===== src/rtl/rx_clk_speed_detect.sv =====
// Classifies the RX clock as 1000M/100M/10M/none by counting toggle edges
// per fixed hclk_i window and adopting a class only after two matching windows.
module rx_clk_speed_detect #(
    parameter int WIN_LOG2 = 12,
    parameter int TH_1000  = 192,
    parameter int TH_100   = 32,
    parameter int TH_10    = 3
) (
    input  logic                hclk_i,
    input  logic                hrst_i,
    input  logic                rx_tgl_i,
    output logic [1:0]          speed_o,
    output logic                clk_ok_o,
    output logic                speed_chg_o,
    output logic [WIN_LOG2:0]   edge_cnt_o
);

    // state    | meaning
    // ST_MEAS  | counting edges inside the current window
    // ST_EVAL  | one cycle after window close: classify and confirm
    typedef enum logic [0:0] {ST_MEAS, ST_EVAL} state_t;

    // Class codes for valid speeds equal the speed_o encoding.
    typedef enum logic [1:0] {
        CLS_10   = 2'b00,
        CLS_100  = 2'b01,
        CLS_1000 = 2'b10,
        CLS_NONE = 2'b11
    } cls_t;

    localparam int CW = WIN_LOG2 + 1;
    localparam logic [CW-1:0] C_TH_1000 = CW'(TH_1000);
    localparam logic [CW-1:0] C_TH_100  = CW'(TH_100);
    localparam logic [CW-1:0] C_TH_10   = CW'(TH_10);

    logic                r_sync1;
    logic                r_sync2;
    logic                r_sync3;
    logic [2:0]          r_vld;
    logic [WIN_LOG2-1:0] r_win;
    logic [CW-1:0]       r_edge_cnt;
    logic [CW-1:0]       r_edge_last;
    state_t              r_state;
    cls_t                r_cand;
    logic                r_match;
    logic [1:0]          r_speed;
    logic                r_clk_ok;
    logic                r_chg;

    logic                w_edge;
    logic                w_term;
    logic [CW-1:0]       w_cnt_next;
    cls_t                w_cls;
    logic [1:0]          w_cls_code;

    always_comb begin
        // r_vld keeps the edge detector quiet until sync3 holds a real sample.
        w_edge = r_vld[2] & (r_sync2 ^ r_sync3);
        w_term = &r_win;
        w_cnt_next = r_edge_cnt;
        if (w_edge && !(&r_edge_cnt)) begin
            w_cnt_next = r_edge_cnt + 1'b1;
        end
    end

    always_comb begin
        w_cls = CLS_NONE;
        if (r_edge_last >= C_TH_1000) begin
            w_cls = CLS_1000;
        end else if (r_edge_last >= C_TH_100) begin
            w_cls = CLS_100;
        end else if (r_edge_last >= C_TH_10) begin
            w_cls = CLS_10;
        end
        w_cls_code = w_cls;
    end

    always_ff @(posedge hclk_i) begin
        if (hrst_i) begin
            r_sync1     <= 1'b0;
            r_sync2     <= 1'b0;
            r_sync3     <= 1'b0;
            r_vld       <= 3'b000;
            r_win       <= '0;
            r_edge_cnt  <= '0;
            r_edge_last <= '0;
            r_state     <= ST_MEAS;
            r_cand      <= CLS_NONE;
            r_match     <= 1'b0;
            r_speed     <= 2'b00;
            r_clk_ok    <= 1'b0;
            r_chg       <= 1'b0;
        end else begin
            r_sync1 <= rx_tgl_i;
            r_sync2 <= r_sync1;
            r_sync3 <= r_sync2;
            r_vld   <= {r_vld[1:0], 1'b1};
            r_win   <= r_win + 1'b1;
            r_chg   <= 1'b0;

            if (w_term) begin
                r_edge_last <= w_cnt_next;
                r_edge_cnt  <= '0;
            end else begin
                r_edge_cnt  <= w_cnt_next;
            end

            case (r_state)
                ST_MEAS: begin
                    if (w_term) begin
                        r_state <= ST_EVAL;
                    end
                end
                ST_EVAL: begin
                    r_state <= ST_MEAS;
                    if (w_cls == r_cand) begin
                        // A set match flag means outputs already carry this class.
                        r_match <= 1'b1;
                        if (w_cls == CLS_NONE) begin
                            r_clk_ok <= 1'b0;
                            r_chg    <= !r_match && r_clk_ok;
                        end else begin
                            r_speed  <= w_cls_code;
                            r_clk_ok <= 1'b1;
                            r_chg    <= !r_match && ((r_speed != w_cls_code) || !r_clk_ok);
                        end
                    end else begin
                        r_cand  <= w_cls;
                        r_match <= 1'b0;
                    end
                end
                default: r_state <= ST_MEAS;
            endcase
        end
    end

    assign speed_o     = r_speed;
    assign clk_ok_o    = r_clk_ok;
    assign speed_chg_o = r_chg;
    assign edge_cnt_o  = r_edge_last;

endmodule


===== config.mk =====
export PLATFORM = sky130hd
export DESIGN_NAME = rx_clk_speed_detect
export DESIGN_NICKNAME = d
export VERILOG_FILES = /design/src/rtl/rx_clk_speed_detect.sv
export SDC_FILE = /design/constraint.sdc
export NUM_CORES = 1
export LEC_CHECK = 0
export BUFFER_PORTS_ARGS = -buffer_cell sky130_fd_sc_hd__buf_4
export CORE_MARGIN = 5
export CORE_UTILIZATION = 30
export CTS_CLUSTER_DIAMETER = 60
export CTS_CLUSTER_SIZE = 30
export DETAILED_ROUTE_END_ITERATION = 16
export PLACE_DENSITY_LB_ADDON = 0.3
export SLEW_MARGIN = 25
export SYNTH_ARGS = -nofsm -noshare
export SYNTH_HDL_FRONTEND = slang
export SYNTH_SLANG_ARGS = --single-unit

===== constraint.sdc =====
create_clock -name hclk_i -period 1.6 [get_ports hclk_i]
set_input_delay 0.16 -clock hclk_i [delete_from_list [all_inputs] [get_ports hclk_i]]
set_output_delay 0.16 -clock hclk_i [all_outputs]
set_load 0.01 [all_outputs]

==> Word-level counts from Yosys, hierarchy flattened <==
Cells that the tools add are included.
{ "totals": {"in_bits": 3, "regBits": 52, "elab_cells": 51} }
{ "op_classes": {"reduce_logical": 14, "addsub": 2, "muxes": 10, "eq_ne": 3, "bitwise_logic": 5, "n_lt_le_gt_ge": 3} }
{ "op_table": {"columns": ["operator", "n"], "rows": [
  ["adder 13 x 1 -> 13 bit, second input constant", 1],
  ["greater-or-equal comparator 13 x 2 -> 1 bit, second input constant", 1],
  ["greater-or-equal comparator 13 x 6 -> 1 bit, second input constant", 1],
  ["greater-or-equal comparator 13 x 8 -> 1 bit, second input constant", 1],
  ["2-to-1 mux 13 bit", 1],
  ["AND reduction 13 bit", 1],
  ["adder 12 x 1 -> 12 bit, second input constant", 1],
  ["AND reduction 12 bit", 1],
  ["2-to-1 mux 2 bit", 3],
  ["2-to-1 mux 1 bit", 5],
  ["AND reduction 2 bit", 2],
  ["logical AND 1 bit", 3],
  ["logical NOT 1 bit", 3],
  ["NOT 1 bit", 3],
  ["AND reduction 3 bit", 1],
  ["OR reduction 3 bit", 1],
  ["equality test 2 bit", 1],
  ["equality test 2 bit, second input constant", 1],
  ["!= test 2 bit", 1],
  ["case mux 1 bit (2 select lines)", 1],
  ["OR reduction 2 bit", 1],
  ["AND 1 bit", 1],
  ["logical OR 1 bit", 1],
  ["bitwise XOR 1 bit", 1]
]} }

==> Logic depth before layout (Yosys ltp) <==
Gate-level depths: netlist (run 1).
{ "logic_depth": {"depth_word": 8, "mapped_depth": 8, "ltp_nobuf": 6} }

==> Worst setup path before layout (run 1) <==
No wires, ideal clock.
{ "synth_timing": {"kind": "reg-to-reg", "from": "register r_edge_last[1], in the netlist edge_cnt_o[1]", "to": "register r_chg, in the netlist speed_chg_o", "slack_ns": -0.084, "setup_ns": 0.117, "period_less_slack_ns": 1.684, "path_buffers": 0, "arrival_ns": 1.567, "stages_incl_launch_ff": 6, "path_cell_list": "dfxtp_1 a2111oi_2 nand2_1 or4b_1 nor4b_1 and4b_1"} }
{ "synth_via": {"elab_chain_cells": 8, "word_cells_on_any_way": 14, "cone_classes": "order compare (3); eq/ne (3); mux (4); bitwise (1); reduce/logical (3)"} }
{ "synth_rtl": {"columns": ["item", "line_no", "source"], "rows": [
  ["start: declaration", "42", "logic [CW-1:0] r_edge_last;"],
  ["start signal: assignment", "102", "r_edge_last <= w_cnt_next;"],
  ["greater-or-equal comparator 13 x 2 -> 1 bit", "72", "end else if (r_edge_last >= C_TH_10) begin"],
  ["2-to-1 mux 2 bit", "72", null],
  ["2-to-1 mux 2 bit", "70", "end else if (r_edge_last >= C_TH_100) begin"],
  ["2-to-1 mux 2 bit (*)", "68", "if (r_edge_last >= C_TH_1000) begin"],
  ["!= test 2 bit", "125", "r_chg <= !r_match && ((r_speed != w_cls_code) || !r_clk_ok);"],
  ["logical OR 1 bit", "125", null],
  ["logical AND 1 bit", "125", null],
  ["2-to-1 mux 1 bit", "119", "if (w_cls == CLS_NONE) begin"],
  ["end signal: assignment", "121", "r_chg <= !r_match && r_clk_ok;"],
  ["end signal: assignment", "125", null],
  ["end: declaration", "48", "logic r_chg;"]
]} }
Mark *: on every way between the ends. The rest lies on a longest branch, timed or not.
A chain may end at the register's enable or synchronous reset.

==> Worst setup path in the final report (run 1) <==
{ "layout_timing": {"from": "register r_edge_last[0], in the netlist edge_cnt_o[0]", "to": "register r_chg, in the netlist speed_chg_o"} }
The elaborated chain is that of the path after synthesis.

==> impl_metrics.tcl, run 1 <==
set metrics [dict create \
    outcome "finished with violations" \
    violations "setup timing" \
    area_growth_pct 44.7 \
    cts_buffers 5 \
    finalPower_mw 2.27 \
    hold_violations 0 \
    wl_um 5530 \
    slew_headroom_pct 73.8 \
    power_density_nw_per_um2 693 \
    critPathLaunchType "flip-flop" \
    timing.rr.end "speed_chg_o" \
    grt_pass1_wl_um 9130 \
    max_cap_viol_count 0 \
    r2r_cells 5 \
    grt_max_degree 27 \
    end_kind "flip-flop" \
    port_buffers 19 \
    htree_levels 2 \
    n_antenna_cell 0 \
    reg2reg_slack_ns -0.13 \
    setup_ws_ns -0.132 \
    fin_setup_tns_ns -0.182 \
    path_class "reg -> reg" \
    fin_util_pct 45.0 \
    synthArstFlopShare_pct 0 \
    synth.cells.most_frequent "52 x dfxtp_1, 35 x nor2_1, 17 x nand2_1" \
    synth_fa_ha_area_share_pct 1.10 \
    post-route-period-util_pct 108 \
    overflow 0 \
    dieArea_sq_um 9410 \
    die_w_um 97.0 \
    clock_skew_ns 0.00794 \
    crit_start "edge_cnt_o[0]" \
    hpwl_um 3740 \
    syn_avg_cell_area_sq_um 9.23 \
    yosysTopAreaCellShare_pct 45.9 \
    synth_edf_count 0 \
    yosysMostFrequentCell "dfxtp_1" \
    grt_usage_pct 11.7 \
    syn-cell-area_sq_um 2270 \
    synth_cell_types 47 \
    cts_sinks 52 \
    fin_crit_ns 1.73 \
    synth-main-ff-cell "dfxtp_1" \
    synth_area_leaders "dfxtp_1 46%, nor2_1 5.8%, xnor2_1 4.6%" \
    drtIter0Drc 58 \
    dr.pass1.iters 5 \
    worst_pin_slew_ns 0.393 \
    wire_per_inst_um 13.5 \
    setup_violations 2 \
    synth_warnings 0 \
    critPathRequiredTime_ns 1.80 \
    drive_gt1_share_pct 44.5 \
    vdd_ir_drop_max_v 0.000358 \
    cts_tree "yes" \
    gp_congestion 0.792 \
    fin_nets 314 \
    power.leakage_nw 1.22 \
    clock.fmax_mhz 577 \
    synth_nets 251 \
    reg2reg_from "edge_cnt_o[0]" \
    grt_pass1_vias 1878 \
    vias 1948 \
    netlist_instances 246 \
    maxSlewViolCount 0 \
    yosys.area_share.simple_pct 26.7 \
    dp_cells 392 \
    antenna_found_initial 0 \
    viasPerCell 4.76 \
    clk_pin_slew_worst_paths_ns 0.09 \
    initial_core_util_pct 31.1 \
    endpoint "speed_chg_o" \
    synth_mux_area_share_pct 2.26 \
    synthXorXnorAreaFrac_pct 6.95 \
    ys_seq_area_share_pct 45.9 \
    core_area_sq_um 7290 \
    clock_path_buffers 2 \
    synth-compound-area-share_pct 13.9 \
    antenna_left 0 \
    clk-insertion-delay-late_ns 0.31 \
    synth-seq-cells 52 \
    min_path_type "in -> reg" \
    cts_root_buf "clkbuf_8" \
    die_h_um 97.0 \
    ios 20 \
    drc 0 \
    stdcell_count 409 \
    critPathMaxFanout 2 \
    synth_top_family_by_area "simple AND/OR/NAND/NOR gates" \
    num_rows 31 \
    synth_top_area_cell "dfxtp_1" \
    cp.arrival_ns 1.94 \
    rsz0062_at_grt "yes" \
]
critical path, stage by stage (launching register included):
cell and delay (ns):
dfxtp_2 0.35, a2111oi_4 0.40, nand2_1 0.12, or4b_1 0.46
nor4b_1 0.15, and4b_1 0.16
per-layer routing:
metal	global-route usage, %	up-vias	part of all wire [%]
met1	14.8	930	46
li1	-	991	-
met3	2.95	8	3.2
met5	0	-	0
met4	4.21	0	1.5
met2	19.2	19	49
final cells by class:
cell class              instances  area (sq um)
repair buffers                 66           515
flip-flops and latches         52          1070
fillers                       740          4010
clock inverters                 2          35.0
inverters                       6          22.5
well taps                      99           124
multi-input cells             178          1450
clock buffers                   6          72.6
worst min-delay path by stage:
stage | from | to | slack, ns | depth (start not counted)
floorplan | rx_tgl_i | r_sync1 | 0.29 | 1
global placement | rx_tgl_i | r_sync1 | 0.38 | 2
global route | rx_tgl_i | r_sync1 | 0.08 | 2
finish | rx_tgl_i | r_sync1 | 0.06 | 2
detailed placement | rx_tgl_i | r_sync1 | 0.38 | 2
CTS | rx_tgl_i | r_sync1 | 0.05 | 2
placed cells by master, fill, tap and decap left out, types with 2 or more instances in the layout:
cell      instances
xnor2_1           6
mux2i_2           2
a211oi_1          5
nand4_1           6
nand2_1          15
xor2_1            5
ha_4              2
buf_4            63
nor2_1           34
and4_1            2
a21oi_1           8
inv_1             5
nand2b_1          2
xnor2_2           5
nor3_1            5
o21ai_0           9
nor2_4            2
or3_1             4
clkbuf_8          5
dfxtp_4           2
buf_6             2
nor2b_1           6
a211oi_4          2
mux2i_1           2
nand2_4           2
dfxtp_1          36
nor3_2            3
dfxtp_2          14
nor4_4            3
a211oi_2          8
nor3_4            2
and3_1            3
nand3_1           7
power by group:
part	switching (mW)	leakage, nW	internal, mW
Combinational	0.0385	0.738	0.0306
Clock	0.424	0.0552	0.465
Sequential	0.0124	0.429	1.30
timing repair:
item | in CTS | in global routing
gates resized for setup | 28 | 40
pin swaps | 12 | 21
endpoints found under the setup margin | 17 | 20
hold buffers | 0 | 0
cloned | 0 | 1
setup buffers | 1 | 8
registers in the layout (all words and copies together) (netlist names):
signal       flops
speed_o          2
r_win           12
clk_ok_o         1
r_edge_cnt      13
r_vld            3
r_sync2          1
r_cand           2
r_sync3          1
edge_cnt_o      13
r_match          1
r_state          1
r_sync1          1
speed_chg_o      1
stage by stage:
stage	hold WS, ns	instance area [sq um]	setup WS, ns
floorplan	0.288	2290	-0.0398
global placement	0.384	2790	-0.109
detailed placement	0.382	2790	-0.111
CTS	0.0520	3030	-0.158
global route	0.0846	3280	-0.238
finish	0.0629	3280	-0.132
kinds of logic (layout without fill, tap and decap cells):
| logic type | Yosys count | count (layout) |
|---|---|---|
| AO/OA/AOI/OAI | 42 | 42 |
| XOR/XNOR | 18 | 18 |
| adder cells (fa/ha/maj) | 2 | 2 |
| flip-flops | 52 | 52 |
| multiplexers | 5 | 5 |
| AND/OR/NAND/NOR | 111 | 111 |
| buffers and inverters | 16 | 80 |
Power figures use the tool's default switching activity.
==> run 2, diff against run 1 <==
--- a/config.mk
+++ b/config.mk
@@ -7,7 +7,7 @@
 export LEC_CHECK = 0
 export BUFFER_PORTS_ARGS = -buffer_cell sky130_fd_sc_hd__buf_4
 export CORE_MARGIN = 5
-export CORE_UTILIZATION = 30
+export CORE_UTILIZATION = 52
 export CTS_CLUSTER_DIAMETER = 60
 export CTS_CLUSTER_SIZE = 30
 export DETAILED_ROUTE_END_ITERATION = 16
==> impl_metrics.tcl, run 2 (synthesized netlist as in run 1, its figures left out) <==
set metrics [dict create \
    outcome "finished with violations" \
    violations "setup timing" \
    reg2reg_from "edge_cnt_o[0]" \
    setup_ws_ns -0.183 \
    wire_per_inst_um 15.7 \
    critPathRequiredTime_ns 1.80 \
    cts_sinks 52 \
    clock_skew_ns 0.0106 \
    antenna_left 0 \
    overflow 0 \
    drive_gt1_share_pct 43.2 \
    power_density_nw_per_um2 720 \
    rsz0062_at_grt "yes" \
    clk_pin_slew_worst_paths_ns 0.09 \
    r2r_cells 5 \
    slew_headroom_pct 73.9 \
    grt_max_degree 35 \
    placed_cell_area_sq_um 2710 \
    timing.rr.end "speed_chg_o" \
    critPathMaxFanout 2 \
    clk-insertion-delay-late_ns 0.30 \
    min_path_type "in -> reg" \
    dieArea_sq_um 5790 \
    grt_usage_pct 17.7 \
    reg2reg_slack_ns -0.18 \
    crit_slowest_cell "or4b_1" \
    port_buffers 19 \
    die_w_um 76.1 \
    fin_crit_ns 1.78 \
    antenna_found_initial 0 \
    fin_nets 307 \
    cts_buffers 5 \
    hold_path_depth 2 \
    worst_pin_slew_ns 0.392 \
    grtUsageMet3_pct 4.26 \
    dp_cells 340 \
    slowest_delay_ns 0.49 \
    grt_pass1_wl_um 8610 \
    busiest_layer "met2" \
    grt_util_met2_pct 30.1 \
    cts_root_buf "clkbuf_8" \
    drtIter0Drc 85 \
    path_class "reg -> reg" \
    maxSlewViolCount 0 \
    n_antenna_cell 0 \
    critPathLaunchType "flip-flop" \
    hold_violations 0 \
    vias 1941 \
    wl_um 5570 \
    finalPower_mw 2.26 \
    holdPathEnd "r_sync1" \
    end_kind "flip-flop" \
    fin_setup_tns_ns -0.452 \
    post-route-period-util_pct 111 \
    vdd_ir_drop_max_v 0.000825 \
    clock_path_buffers 2 \
    area_growth_pct 38.2 \
    num_rows 24 \
    initial_core_util_pct 52.9 \
    die_h_um 76.1 \
    htree_levels 2 \
    ios 20 \
    core_area_sq_um 4290 \
    cp.arrival_ns 1.98 \
    power.leakage_nw 1.19 \
    gp_congestion 0.818 \
    viasPerCell 5.47 \
    drc 0 \
    setup_violations 5 \
    clock.fmax_mhz 561 \
    fin_util_pct 73.0 \
    hpwl_um 3430 \
    final_common_cell "buf_4" \
    finish.instance_area_sq_um 3140 \
    dr.pass1.iters 4 \
    grtUsageMet1_pct 22.4 \
    worstHoldStart "rx_tgl_i" \
    grt_pass1_vias 1835 \
    crit_path_cell_trace "a2111oi_4, nand2_1, or4b_1, nor4b_4, and4b_1" \
    final_cell_mix "55 x buf_4, 36 x dfxtp_1, 34 x nor2_1" \
    stdcell_count 355 \
    cts_tree "yes" \
    max_cap_viol_count 0 \
]
## run 2: cell types whose count changed in the layout (fill, tap and decap cells not counted), sizes merged
cell | before | now
buf | 66 | 59
## run 2: stage by stage
step                      worst slack [ns]  hold WS, ns
final                               -0.183       0.0917
after global routing                -0.220        0.102
after CTS                           -0.148       0.0909
after detailed placement            -0.121        0.408
after global placement             -0.0821        0.374
after floorplan                    -0.0398        0.288
## run 2: how the worst max path moves through the flow
| stage | startpoint | end | slack [ns] | depth (start not counted) |
|---|---|---|---|---|
| after floorplan | edge_cnt_o[0] | speed_chg_o | -0.04 | 5 |
| after global placement | edge_cnt_o[0] | speed_chg_o | -0.08 | 5 |
| after detailed placement | edge_cnt_o[0] | speed_chg_o | -0.12 | 5 |
| after CTS | edge_cnt_o[0] | speed_chg_o | -0.15 | 5 |
| after global routing | edge_cnt_o[0] | speed_chg_o | -0.22 | 5 |
| final | edge_cnt_o[0] | speed_chg_o | -0.18 | 5 |
## run 2: final cells by class
type | count | area [sq um]
clock buffers | 6 | 72.6
clock inverters | 2 | 35.0
fillers | 314 | 1160
inverters | 6 | 22.5
multi-input cells | 178 | 1410
flip-flops and latches | 52 | 1060
well taps | 52 | 65.1
repair buffers | 59 | 467
## run 2: timing repair
action | in CTS | in global routing
gates cloned | 0 | 0
setup buffers | 1 | 6
setup endpoints to repair | 19 | 28
resized for setup | 24 | 39
pin swaps | 11 | 14
hold buffers | 0 | 0
## run 2: routing by layer
metal / share of wire, % / routed length [um] / vias up
li1: - / - / 976
met1: 44 / 2430 / 915
met2: 51 / 2870 / 39
met3: 3.4 / 192 / 11
met4: 1.4 / 79 / 0
met5: 0 / 0 / -
## run 2: power breakdown
group | leakage (nW) | internal, mW | switching, mW
combinational | 0.702 | 0.0241 | 0.0388
clock | 0.0552 | 0.465 | 0.414
sequential | 0.428 | 1.31 | 0.00960
total | 1.19 | 1.80 | 0.462
## run 2: critical path, delay by kind of cell (launching register included)
kind            cells  cell delay [ns]
flops               1             0.35
simple gates        4             0.96
compound gates      1             0.38
